[src/rtl/skew_buffer3.sv]
// rtl/skew_buffer3.sv - ping-pong input skew buffer, lane j delayed by j drain steps
// Optional bank clearing on release/reset: define SKEW_BUF_CLEAR_EN.
module skew_buffer3 #(
    parameter int DATA_WIDTH = 8,
    parameter int LANES      = 4,
    parameter int DEPTH      = 4,
    localparam int PW        = (DEPTH > 1) ? $clog2(DEPTH) : 1
) (
    input  logic                                     clk,
    input  logic                                     rst,
    input  logic                                     write,
    input  logic [PW-1:0]                            row_ptr,
    input  logic signed [LANES-1:0][DATA_WIDTH-1:0]  data_in,
    input  logic                                     commit,
    output logic                                     wr_ready,
    input  logic                                     enable,
    output logic signed [LANES-1:0][DATA_WIDTH-1:0]  data_out,
    output logic [LANES-1:0]                         lane_valid,
    output logic                                     busy,
    output logic                                     done
);

    localparam int T  = DEPTH + LANES - 1;
    localparam int CW = $clog2(DEPTH + LANES);

    typedef enum logic {IDLE, DRAIN} state_t;

    logic [DATA_WIDTH-1:0] mem [2][DEPTH][LANES];

    state_t                                  state, state_nx;
    logic [CW-1:0]                           cnt, cnt_nx;
    logic [1:0]                              full, full_nx;
    logic                                    fill_sel, drain_sel;
    logic                                    wr_en, commit_en, step, last;
    logic signed [LANES-1:0][DATA_WIDTH-1:0] step_data;
    logic [LANES-1:0]                        step_valid;

    assign wr_ready  = !full[fill_sel];
    assign wr_en     = write && wr_ready && (int'(row_ptr) < DEPTH);
    assign commit_en = commit && wr_ready;
    assign step      = (state == DRAIN) && enable;
    assign last      = step && (cnt == CW'(T - 1));
    assign busy      = (state == DRAIN);

    // Release and commit always address different banks, so both apply.
    always_comb begin
        full_nx = full;
        if (last)
            full_nx[drain_sel] = 1'b0;
        if (commit_en)
            full_nx[fill_sel] = 1'b1;
    end

    always_comb begin
        state_nx = state;
        cnt_nx   = cnt;
        case (state)
            IDLE: begin
                if (full[drain_sel]) begin
                    state_nx = DRAIN;
                    cnt_nx   = '0;
                end
            end
            DRAIN: begin
                if (last) begin
                    cnt_nx = '0;
                    if (!full[!drain_sel])
                        state_nx = IDLE;
                end else if (step) begin
                    cnt_nx = cnt + 1'b1;
                end
            end
            default: begin
                state_nx = IDLE;
                cnt_nx   = '0;
            end
        endcase
    end

    // Diagonal read: lane j shows row cnt-j of the draining bank.
    always_comb begin
        step_data  = '0;
        step_valid = '0;
        for (int j = 0; j < LANES; j++) begin
            int idx;
            idx = int'(cnt) - j;
            if (idx >= 0 && idx < DEPTH) begin
                step_data[j]  = mem[drain_sel][PW'(idx)][j];
                step_valid[j] = 1'b1;
            end
        end
    end

`ifdef SKEW_BUF_CLEAR_EN
    always_ff @(posedge clk) begin
        if (rst) begin
            for (int b = 0; b < 2; b++)
                for (int r = 0; r < DEPTH; r++)
                    for (int j = 0; j < LANES; j++)
                        mem[b][r][j] <= '0;
        end else begin
            if (last)
                for (int r = 0; r < DEPTH; r++)
                    for (int j = 0; j < LANES; j++)
                        mem[drain_sel][r][j] <= '0;
            if (wr_en)
                for (int j = 0; j < LANES; j++)
                    mem[fill_sel][row_ptr][j] <= data_in[j];
        end
    end
`else
    always_ff @(posedge clk) begin
        if (!rst && wr_en)
            for (int j = 0; j < LANES; j++)
                mem[fill_sel][row_ptr][j] <= data_in[j];
    end
`endif

    always_ff @(posedge clk) begin
        if (rst) begin
            state      <= IDLE;
            cnt        <= '0;
            full       <= '0;
            fill_sel   <= 1'b0;
            drain_sel  <= 1'b0;
            data_out   <= '0;
            lane_valid <= '0;
            done       <= 1'b0;
        end else begin
            state <= state_nx;
            cnt   <= cnt_nx;
            full  <= full_nx;
            if (commit_en)
                fill_sel <= !fill_sel;
            if (last)
                drain_sel <= !drain_sel;
            if (step) begin
                data_out   <= step_data;
                lane_valid <= step_valid;
                done       <= last;
            end else if (state == DRAIN) begin
                lane_valid <= '0;
                done       <= 1'b0;
            end else begin
                data_out   <= '0;
                lane_valid <= '0;
                done       <= 1'b0;
            end
        end
    end

endmodule
[config.mk]
export PLATFORM = sky130hd
export DESIGN_NAME = skew_buffer3
export DESIGN_NICKNAME = d
export VERILOG_FILES = /design/src/rtl/skew_buffer3.sv
export SDC_FILE = /design/constraint.sdc
export NUM_CORES = 1
export LEC_CHECK = 0
export BUFFER_PORTS_ARGS = -buffer_cell sky130_fd_sc_hd__buf_2
export CAP_MARGIN = 10
export CORE_MARGIN = 2
export CORE_UTILIZATION = 40
export DETAILED_ROUTE_END_ITERATION = 8
export SKIP_LAST_GASP = 1
export SLEW_MARGIN = 0
export SYNTH_ARGS = -nofsm -noshare
export SYNTH_HDL_FRONTEND = slang
export SYNTH_SLANG_ARGS = --single-unit
[constraint.sdc]
create_clock -name clk -period 7.1 [get_ports clk]
set_clock_uncertainty 0.1 [all_clocks]
set_input_delay 1.42 -clock clk [delete_from_list [all_inputs] [get_ports clk]]
set_output_delay 1.42 -clock clk [all_outputs]
set_load 0.01 [all_outputs]
==> results of run 1 <==
## cell usage in the layout (no fill, tap or decap), drive strengths merged, types with 4 or more instances in the layout
cell	count
mux2	97
dfxtp	46
buf	90
nand4	4
mux2i	33
mux4	48
nor2b	6
nor2	11
nand2	71
edfxtp	256
o211ai	16
a21oi	22
inv	5
a22oi	16
a22o	16
clkinv	9
ha	6
clkbuf	45
## flip-flops by register name, indices dropped and copies added, names as in the netlist, named ones only
| name | flops |
|---|---|
| full | 2 |
| done | 1 |
| fill_sel | 1 |
| mem | 256 |
| busy | 1 |
| data_out | 32 |
| cnt | 3 |
| drain_sel | 1 |
| lane_valid | 4 |
## path summary, 6_finish.rpt
| path | start | endpoint | depth (start not counted) |
|---|---|---|---|
| worst max-delay path | rst | mem[0][48] | 4 |
| worst min-delay path | data_out[23] | data_out[23] | 2 |
| worst max register to register | cnt[0] | data_out[25] | 8 |
| worst min register to register | data_out[23] | data_out[23] | 2 |
## where the power goes
group | switching (uW) | internal, uW | leakage [uW]
sequential | 10.5 | 1950 | 0.00268
combinational | 112 | 69.8 | 0.00154
clock | 655 | 1000 | 0.000522
## stage by stage
step	power (uW)	hold WS, ps
2_1_floorplan	2113	376.2
3_5_place_dp	2183	342.7
4_1_cts	3834	349.9
6_report	3801	349.9
5_1_grt	3929	361.1
3_3_place_gp	2179	339.6
## worst register-to-register path, cell delays in order, from the launching register on
cell      delay, ps
dfxtp_2         310
buf_4           500
clkinv_1        760
ha_1            580
buf_4           440
mux4_2          400
nand2_1         130
nand2_1         130
a22o_1          220
## synthesized netlist by cell type
master / count / area (um2)
inv_1: 5 / 18.77
nand3_1: 2 / 10.01
a211oi_1: 1 / 7.510
buf_1: 4 / 15.01
dfxtp_1: 46 / 920.9
o21bai_1: 1 / 7.510
nor4_1: 2 / 12.51
or3_1: 1 / 6.260
and3_1: 1 / 6.260
nand4_1: 3 / 18.77
clkinv_1: 1 / 3.750
nor3_2: 1 / 10.01
a31oi_1: 2 / 12.51
clkbuf_1: 25 / 93.84
ha_1: 6 / 75.07
mux4_2: 48 / 1081
mux2i_1: 32 / 320.3
mux2_1: 2 / 22.52
buf_2: 15 / 75.07
a21oi_1: 22 / 110.1
buf_4: 5 / 37.54
o221ai_1: 2 / 17.52
a22o_1: 16 / 140.1
xor2_1: 1 / 8.760
nor3_1: 1 / 5.000
mux2i_4: 1 / 22.52
nand2_1: 70 / 262.8
nor2b_1: 6 / 37.54
nor2_1: 11 / 41.29
a2111oi_4: 1 / 27.53
buf_6: 5 / 56.30
nand4_4: 1 / 21.27
nand4b_4: 2 / 47.55
o211ai_1: 16 / 120.1
o21ai_0: 2 / 10.01
and2_1: 1 / 6.260
nand2_4: 1 / 11.26
nor3_4: 1 / 16.27
xnor2_1: 1 / 8.760
edfxtp_1: 256 / 7687
a22oi_1: 16 / 120.1
mux2_2: 95 / 1070
and2b_1: 1 / 7.510
## layer usage
layer | routed length [um] | global-route usage, %
met4 | 522 | 4.195
met1 | 12200 | 23.58
met2 | 13530 | 28.78
met3 | 1289 | 2.728
met5 | 0 | 0
## kinds of logic (layout without fill, tap and decap cells)
logic type               Yosys count  in the layout
multiplexers                     178            178
XOR/XNOR                           2              2
AND/OR/NAND/NOR                  105            105
other                              0              1
flip-flops                       302            302
adder cells (fa/ha/maj)            6              6
buffers and inverters             60            153
AO/OA/AOI/OAI                     79             79
## layout make-up
cell class | count | area (um2) | area share [%]
Antenna cell | 1 | 2.502 | 0.01733
Timing Repair Buffer | 90 | 483.0 | 3.344
Multi-Input combinational cell | 370 | 3760 | 26.04
Tap cell | 402 | 503.0 | 3.483
Clock inverter | 12 | 136.4 | 0.9444
Inverter | 6 | 22.52 | 0.1560
Sequential cell | 302 | 8613 | 59.64
Clock buffer | 45 | 920.9 | 6.377
==> results.md, run 1 <==
* Compound-Gate Fraction of Synth Area at 4.544%
* Final nets at 846
* Final Hold Fails at 0
* Non-Filler Instances at 1,228
* Grt total ovfl at 0
* Post-synthesis cell type count at 43
* Final Instance Area at 14,440 um2
* Synth Area in XOR/XNOR at 0.1389%
* GRT Total Usage at 17.17%
* Post_cts resized at 0
* Setup ws final at 3203 ps
* CP Capture Type: flop
* Fin Setup TNS at 0 ps
* Max cap viols at 0
* Drt pass-1 iters at 5
* FMAX at 256.6 MHz
* Critical path's top delay family: simple AND/OR/NAND/NOR gates
* Final ANT Viol Nets at 0
* Crit share post-route at 54.89%
* Area Overhead vs Synth at 14.52%
* Period minus WS final at 3897 ps
* Max incr delay on CP at 1090 ps
* Startpoint type of the worst setup path: primary input
* Syn Area/Cell at 17.23 um2
* Status: finished, final reports clean
* Cell breakdown of the critical path: buf_2 -> and2b_1 -> nand4b_4 -> nor2_4
* Hold buffers post-CTS at 0
* Slew @ Worst Pin at 1153 ps
* Core Box Area at 31,310 um2
* Critical setup path kind: primary input to flop
* Vias at 6,618
* Fillers at 2,681
* Chip height at 181.6 um
* CP Buf/Inv Count at 1
* Final core utilization at 46.12%
* CTS buffer count at 31
* Slew Viols, Final at 0
* Row cnt at 65
* Arr. time, crit path at 3960 ps
* DIE AREA at 32,960 um2
* Relative slew slack at 22.98%
* Flops & latches, synth at 302
* Reg clk slew, reported paths at 60 ps
* WP data required at 7160 ps
* Longest Clk Path Bufs at 3
* Seq/Total Area, Yosys at 68.26%
* # DRC at 0
* Mapped Cells at 732
* H-tree Lvls at 1
* Final setup viols at 0
* Drt wl/cell at 22.43 um
* Largest net degree at the start of global routing at 45
* Vias per cell at 5.389
* Worst Hold Class: flop to flop
* Pwr dens at 263.2 nW/um2
* Share of layout cells above drive strength 1 at 36.36%
* Mapped Nets at 777
* Worst-Skew Late Latency at 550 ps
* Initial antenna violation count at 1
* TritonCTS clock tree: yes
* Main combinational cell family by area after synthesis: multiplexers
* First-pass GRT wire length at 42,920 um
* P_leak at 0.004741 uW
* DP HPWL at 16,660 um
* Starting Density at 40.28%
* Post-synthesis mux area share at 19.95%
* Netlist Area Pre-Place at 12,610 um2
* Worst R2R Setup Slack at 3430 ps
* Vias in the first global route at 6,975
* DIE WIDTH at 181.6 um
* Slowest-stage cell, CP: nor2_4
* RSZ-0062 raised after global routing: no
* Max VDD drop at 0.2019 mV
* Cell Count Post-Placement at 1,170
* Place WS at 2591 ps
* Number of DRC markers in iteration 0 at 443
* Adder-Cell Fraction of Synth Area at 0.5953%
* Post-CTS Setup Inserts at 0
* CTS Root Buffer Type: clkbuf_16
* CTS sink count at 302
* Crit-path max FO at 32
* Synth Area in Simple Gates at 4.127%
* Synth Warn # at 0
* Port Buffers at 77
* RD Place Congestion at 0.7168
* Ports at 78
* Instance area at placement at 13,380 um2
* Final WL at 27,550 um
Note: power is estimated with default switching activity, not from simulation.
==> inputs of run 2 (changes only) <==
Clock period 7.1 ns to 3.15 ns, I/O delays scaled along.
==> results.md, run 2 (same netlist as run 1, synthesis figures left out) <==
* Final Hold Fails at 0 (unchanged)
* Arr. time, crit path at 2880 ps (was 3960 ps)
* Post-CTS Setup Inserts at 0 (unchanged)
* GR met1 Demand/Resource at 24.58% (was 23.58%)
* Met3 GRT Util at 2.206% (was 2.728%)
* Share of layout cells above drive strength 1 at 37.25% (was 36.36%)
* Chip height at 181.6 um (unchanged)
* Crit-path max FO at 32 (unchanged)
* Slew Viols, Final at 0 (unchanged)
* Final WL at 27,640 um (was 27,550 um)
* Status: finished, final reports clean (unchanged)
* Pwr dens at 573.9 nW/um2 (was 263.2 nW/um2)
* RD Place Congestion at 0.7307 (was 0.7168)
* Slew @ Worst Pin at 607.0 ps (was 1153 ps)
* Area Overhead vs Synth at 15.84% (was 14.52%)
* Final setup viols at 0 (unchanged)
* R2r endpoint: data_out[8] (was data_out[25])
* FMAX at 393.7 MHz
* Largest net degree at the start of global routing at 48 (was 45)
* Max cap viols at 0 (unchanged)
* Period minus WS final at 2540 ps
* Top flop regs: mem (256), data_out (32), lane_valid (4) (unchanged)
* GRT Max-Usage Layer: met2 (unchanged)
* Max VDD drop at 0.4495 mV (was 0.2019 mV)
* Vias in the first global route at 7,070 (was 6,975)
* Hold buffers post-CTS at 0 (unchanged)
* Row cnt at 65 (unchanged)
* P_leak at 0.004811 uW (was 0.004741 uW)
* Grt total ovfl at 0 (unchanged)
* RSZ-0062 raised after global routing: no (unchanged)
* Startpoint type of the worst setup path: flop (was primary input)
* Drt pass-1 iters at 4 (was 5)
* Worst Hold Class: primary input to flop (was flop to flop)
* Reg clk slew, reported paths at 60 ps (about the same)
* DIE AREA at 32,960 um2 (unchanged)
* DP HPWL at 17,010 um (was 16,660 um)
* Cell Count Post-Placement at 1,190 (was 1,170)
* Starting Density at 40.28% (unchanged)
* Crit share post-route at 80.63%
* Vias at 6,722 (was 6,618)
* Final core utilization at 46.66% (was 46.12%)
* Most frequent cells in the layout: edfxtp_1, mux2_2, buf_2 (unchanged)
* WP data required at 3490 ps (was 7160 ps)
* CP Capture Type: flop (unchanged)
* DIE WIDTH at 181.6 um (unchanged)
* Post_cts resized at 0 (unchanged)
* Worst-Skew Late Latency at 540 ps (was 550 ps)
* CTS Root Buffer Type: clkbuf_16 (unchanged)
* Overall power at 8384 uW (was 3801 uW)
* Core Box Area at 31,310 um2 (unchanged)
* Initial antenna violation count at 0 (was 1)
* Final nets at 866 (was 846)
* Commonest non-fill, non-tap cell in the layout: edfxtp_1 (unchanged)
* # DRC at 0 (unchanged)
* Setup crit end: data_out[8] (was mem[0][48])
* Most flop-heavy register: mem (unchanged)
* Met2 usage at 28.34% (was 28.78%)
* TritonCTS clock tree: yes (unchanged)
* Max reg flops at 256 (unchanged)
* Start point of the critical path: cnt[0] (was rst)
* Ports at 78 (unchanged)
* Non-Filler Instances at 1,245 (was 1,228)
* GRT Total Usage at 17.17% (about the same)
* RR Startpoint: cnt[0] (unchanged)
* Final ANT Viol Nets at 0 (unchanged)
* H-tree Lvls at 1 (unchanged)
* First-pass GRT wire length at 43,170 um (was 42,920 um)
* Critical setup path kind: flop to flop (was primary input to flop)
* Longest Clk Path Bufs at 3 (unchanged)
* Number of DRC markers in iteration 0 at 412 (was 443)
* Relative slew slack at 59.45% (was 22.98%)
* Port Buffers at 77 (unchanged)
* Diode count at 0 (was 1)
* Fin Setup TNS at 0 ps (unchanged)
* Drt wl/cell at 22.20 um (was 22.43 um)
* R2R depth at 7 (was 8)
* Worst R2R Setup Slack at 610 ps (was 3430 ps)
* CTS sink count at 302 (unchanged)
* Vias per cell at 5.399 (was 5.389)
* CTS buffer count at 31 (unchanged)
-- run 2: changes by cell type in the layout (fill, tap and decap cells not counted), sizes merged --
| cell | change |
|---|---|
| clkinvlp | +2 |
| inv | +1 |
| clkbuf | -4 |
| clkinv | -1 |
| buf | +20 |
| diode | -1 |
-- run 2: worst max-delay path, cell delays in order (launching register included) --
cell and delay [ps]:
dfxtp_2 590, clkinv_1 170, ha_1 330, buf_4 460, mux4_2 390, nand2_1 100, nand2_1 80, a22o_1 200
-- run 2: layout make-up --
type	count	area (um2)
Timing Repair Buffer	110	708.2
Inverter	6	22.52
Multi-Input combinational cell	370	3777
Clock buffer	41	833.3
Tap cell	402	503.0
Sequential cell	302	8613
Fill cell	2657	16700
Clock inverter	14	151.4
-- run 2: power breakdown --
group / switching (uW) / internal [uW]
Combinational: 256 / 168
Clock: 1450 / 2090
Sequential: 23.1 / 4390
-- run 2: per-stage QoR --
stage	worst slack, ps	hold WS [ps]	cell area (um2)
2_1_floorplan	-300.1	376.2	12640
3_3_place_gp	567.9	340.0	13620
3_5_place_dp	533.4	344.4	13620
4_1_cts	590.6	300.5	14610
5_1_grt	467.6	327.5	14610
6_report	610.1	325.2	14610
-- run 2: per-layer routing --
layer / vias up / routed length (um)
met5: - / 0
met4: 0 / 336
met3: 32 / 1111
met2: 149 / 13270
met1: 3477 / 12920
li1: 3064 / -
-- run 2: worst min-delay path by stage --
stage	start	to	slack, ps	depth (start not counted)
finish	enable	cnt[0]	330	3
global placement	data_out[5]	data_out[5]	340	2
detailed placement	data_out[6]	data_out[6]	340	2
CTS	enable	cnt[2]	300	3
floorplan	data_out[0]	data_out[0]	380	2
global route	enable	cnt[1]	330	3
==> inputs of run 3 (changes only) <==
Clock period 3.15 ns to 2.1 ns, I/O delays scaled along.
==> results.md, run 3 (same netlist as run 1, synthesis figures left out) <==
* Worst R2R Setup Slack at 100 ps (was 610 ps)
* Most frequent cells in the layout: edfxtp_1, mux2_2, buf_2 (unchanged)
* Final WL at 28,800 um (was 27,640 um)
* Longest Clk Path Bufs at 3 (unchanged)
* CTS buffer count at 31 (unchanged)
* Drt pass-1 iters at 5 (was 4)
* DP HPWL at 17,780 um (was 17,010 um)
* Arr. time, crit path at 2340 ps (was 2880 ps)
* R2R depth at 7 (unchanged)
* WP data required at 2440 ps (was 3490 ps)
* Starting Density at 40.28% (unchanged)
* Largest net degree at the start of global routing at 32 (was 48)
* Period minus WS final at 2001 ps (was 2540 ps)
* CP Capture Type: flop (unchanged)
* Vias per cell at 5.327 (was 5.399)
* Core Box Area at 31,310 um2 (unchanged)
* P_leak at 0.005006 uW (was 0.004811 uW)
* Max reg flops at 256 (unchanged)
* First-pass GRT wire length at 44,400 um (was 43,170 um)
* Top flop regs: mem (256), data_out (32), lane_valid (4) (unchanged)
* Row cnt at 65 (unchanged)
* Critical setup path kind: flop to flop (unchanged)
* Slowest-stage cell, CP: dfxtp_2 (unchanged)
* DIE AREA at 32,960 um2 (unchanged)
* Setup crit end: data_out[25] (was data_out[8])
* Hold buffers post-CTS at 0 (unchanged)
* Chip height at 181.6 um (unchanged)
* TritonCTS clock tree: yes (unchanged)
* Crit share post-route at 95.30% (was 80.63%)
* Worst Hold Class: primary input to flop (unchanged)
* Start point of the critical path: cnt[0] (unchanged)
* Max cap viols at 0 (unchanged)
* CTS sink count at 302 (unchanged)
* Final ANT Viol Nets at 0 (unchanged)
* Number of DRC markers in iteration 0 at 452 (was 412)
* GRT Total Usage at 17.89% (was 17.17%)
* Post-CTS Setup Inserts at 0 (unchanged)
* Final setup viols at 0 (unchanged)
* Fillers at 2,700 (was 2,657)
* Instance area at placement at 13,970 um2 (was 13,620 um2)
* Area Overhead vs Synth at 18.98% (was 15.84%)
* Max VDD drop at 0.6689 mV (was 0.4495 mV)
* Max incr delay on CP at 380 ps (was 590 ps)
* R2r endpoint: data_out[25] (was data_out[8])
* CP most frequent cell: nand2_1 (unchanged)
* Commonest non-fill, non-tap cell in the layout: edfxtp_1 (unchanged)
* Most flop-heavy register: mem (unchanged)
* Final Instance Area at 15,000 um2 (was 14,610 um2)
* Share of layout cells above drive strength 1 at 39.26% (was 37.25%)
* Vias in the first global route at 7,033 (was 7,070)
* DIE WIDTH at 181.6 um (unchanged)
* Cell breakdown of the critical path: clkinv_4 -> ha_1 -> buf_12 -> mux4_2 -> nand2_1 -> nand2_1 -> a22o_1 (was clkinv_1 -> ha_1 -> buf_4 -> mux4_2 -> nand2_1 -> nand2_1 -> a22o_1)
* Grt total ovfl at 0 (unchanged)
* Vias at 6,755 (was 6,722)
* Ports at 78 (unchanged)
* Final nets at 886 (was 866)
* Startpoint type of the worst setup path: flop (unchanged)
* # DRC at 0 (unchanged)
* Port Buffers at 77 (unchanged)
* Drt wl/cell at 22.71 um (was 22.20 um)
* Crit-path max FO at 23 (was 32)
* Status: finished, final reports clean (unchanged)
* Relative slew slack at 48.11% (was 59.45%)
* Post_cts resized at 0 (unchanged)
* Diode count at 0 (unchanged)
* H-tree Lvls at 1 (unchanged)
* FMAX at 499.7 MHz (was 393.7 MHz)
* RSZ-0062 raised after global routing: no (unchanged)
* Reg clk slew, reported paths at 60 ps (about the same)
* Final Hold Fails at 0 (unchanged)
* RR Startpoint: cnt[0] (unchanged)
* Slew Viols, Final at 0 (unchanged)
* Min Hold Slack at 101.8 ps (was 325.2 ps)
* Slew @ Worst Pin at 776.7 ps (was 607.0 ps)
* CTS Root Buffer Type: clkbuf_16 (unchanged)
* Initial antenna violation count at 0 (unchanged)
* Worst-Skew Late Latency at 560 ps (was 540 ps)
* RD Place Congestion at 0.7143 (was 0.7307)
* Hold path start: enable (unchanged)
* Pwr dens at 857.3 nW/um2 (was 573.9 nW/um2)
-- run 3: worst min path at each step --
stage                              to  slack, ps  cells past startpoint
after CTS                      cnt[2]         80                      3
after global routing          full[1]        120                      3
after detailed placement  data_out[5]        340                      2
final                          cnt[2]        100                      3
after global placement    data_out[2]        340                      2
after floorplan           data_out[0]        380                      2
-- run 3: worst max-delay path: cells and delay by family, from the launching register on --
family / cells / cell delay (ps)
muxes: 1 / 330
adders and majority gates: 1 / 370
AOI/OAI and AO/OA: 1 / 210
DFF: 1 / 380
and+or+nand+nor: 2 / 200
buffers and inverters: 2 / 270
-- run 3: report_power, final --
part           internal, uW  switching, uW  total [uW]
combinational           291            409         701
clock                  3300           2240        5550
sequential             6590           26.0        6620
total                 10200           2680       12900
-- run 3: cell type report --
| type | instances | area, um2 | area share (%) |
|---|---|---|---|
| Multi-Input combinational cell | 370 | 3780 | 25.19 |
| Clock buffer | 34 | 787.0 | 5.245 |
| Sequential cell | 302 | 8615 | 57.41 |
| Inverter | 6 | 27.53 | 0.1835 |
| Timing Repair Buffer | 130 | 1046 | 6.971 |
| Clock inverter | 24 | 246.5 | 1.643 |
| Tap cell | 402 | 503.0 | 3.352 |
-- run 3: layer usage --
metal,wire [um],GRT usage [%]
met1,13120,25.65
met2,13900,29.62
met4,363,3.480
met5,0,0
met3,1419,2.286
-- run 3: stage by stage --
stage	cells	setup TNS [ps]	power (uW)	util (%)	setup slack (ps)
after global routing	1268	0	13280	47.92	42.78
after floorplan	732	-69590	7173	-	-487.4
after global placement	1210	-1099	7439	44.62	-39.36
after detailed placement	1210	-1471	7454	44.62	-49.28
final	1268	0	12860	47.92	98.74
after CTS	1268	0	12970	47.92	89.82
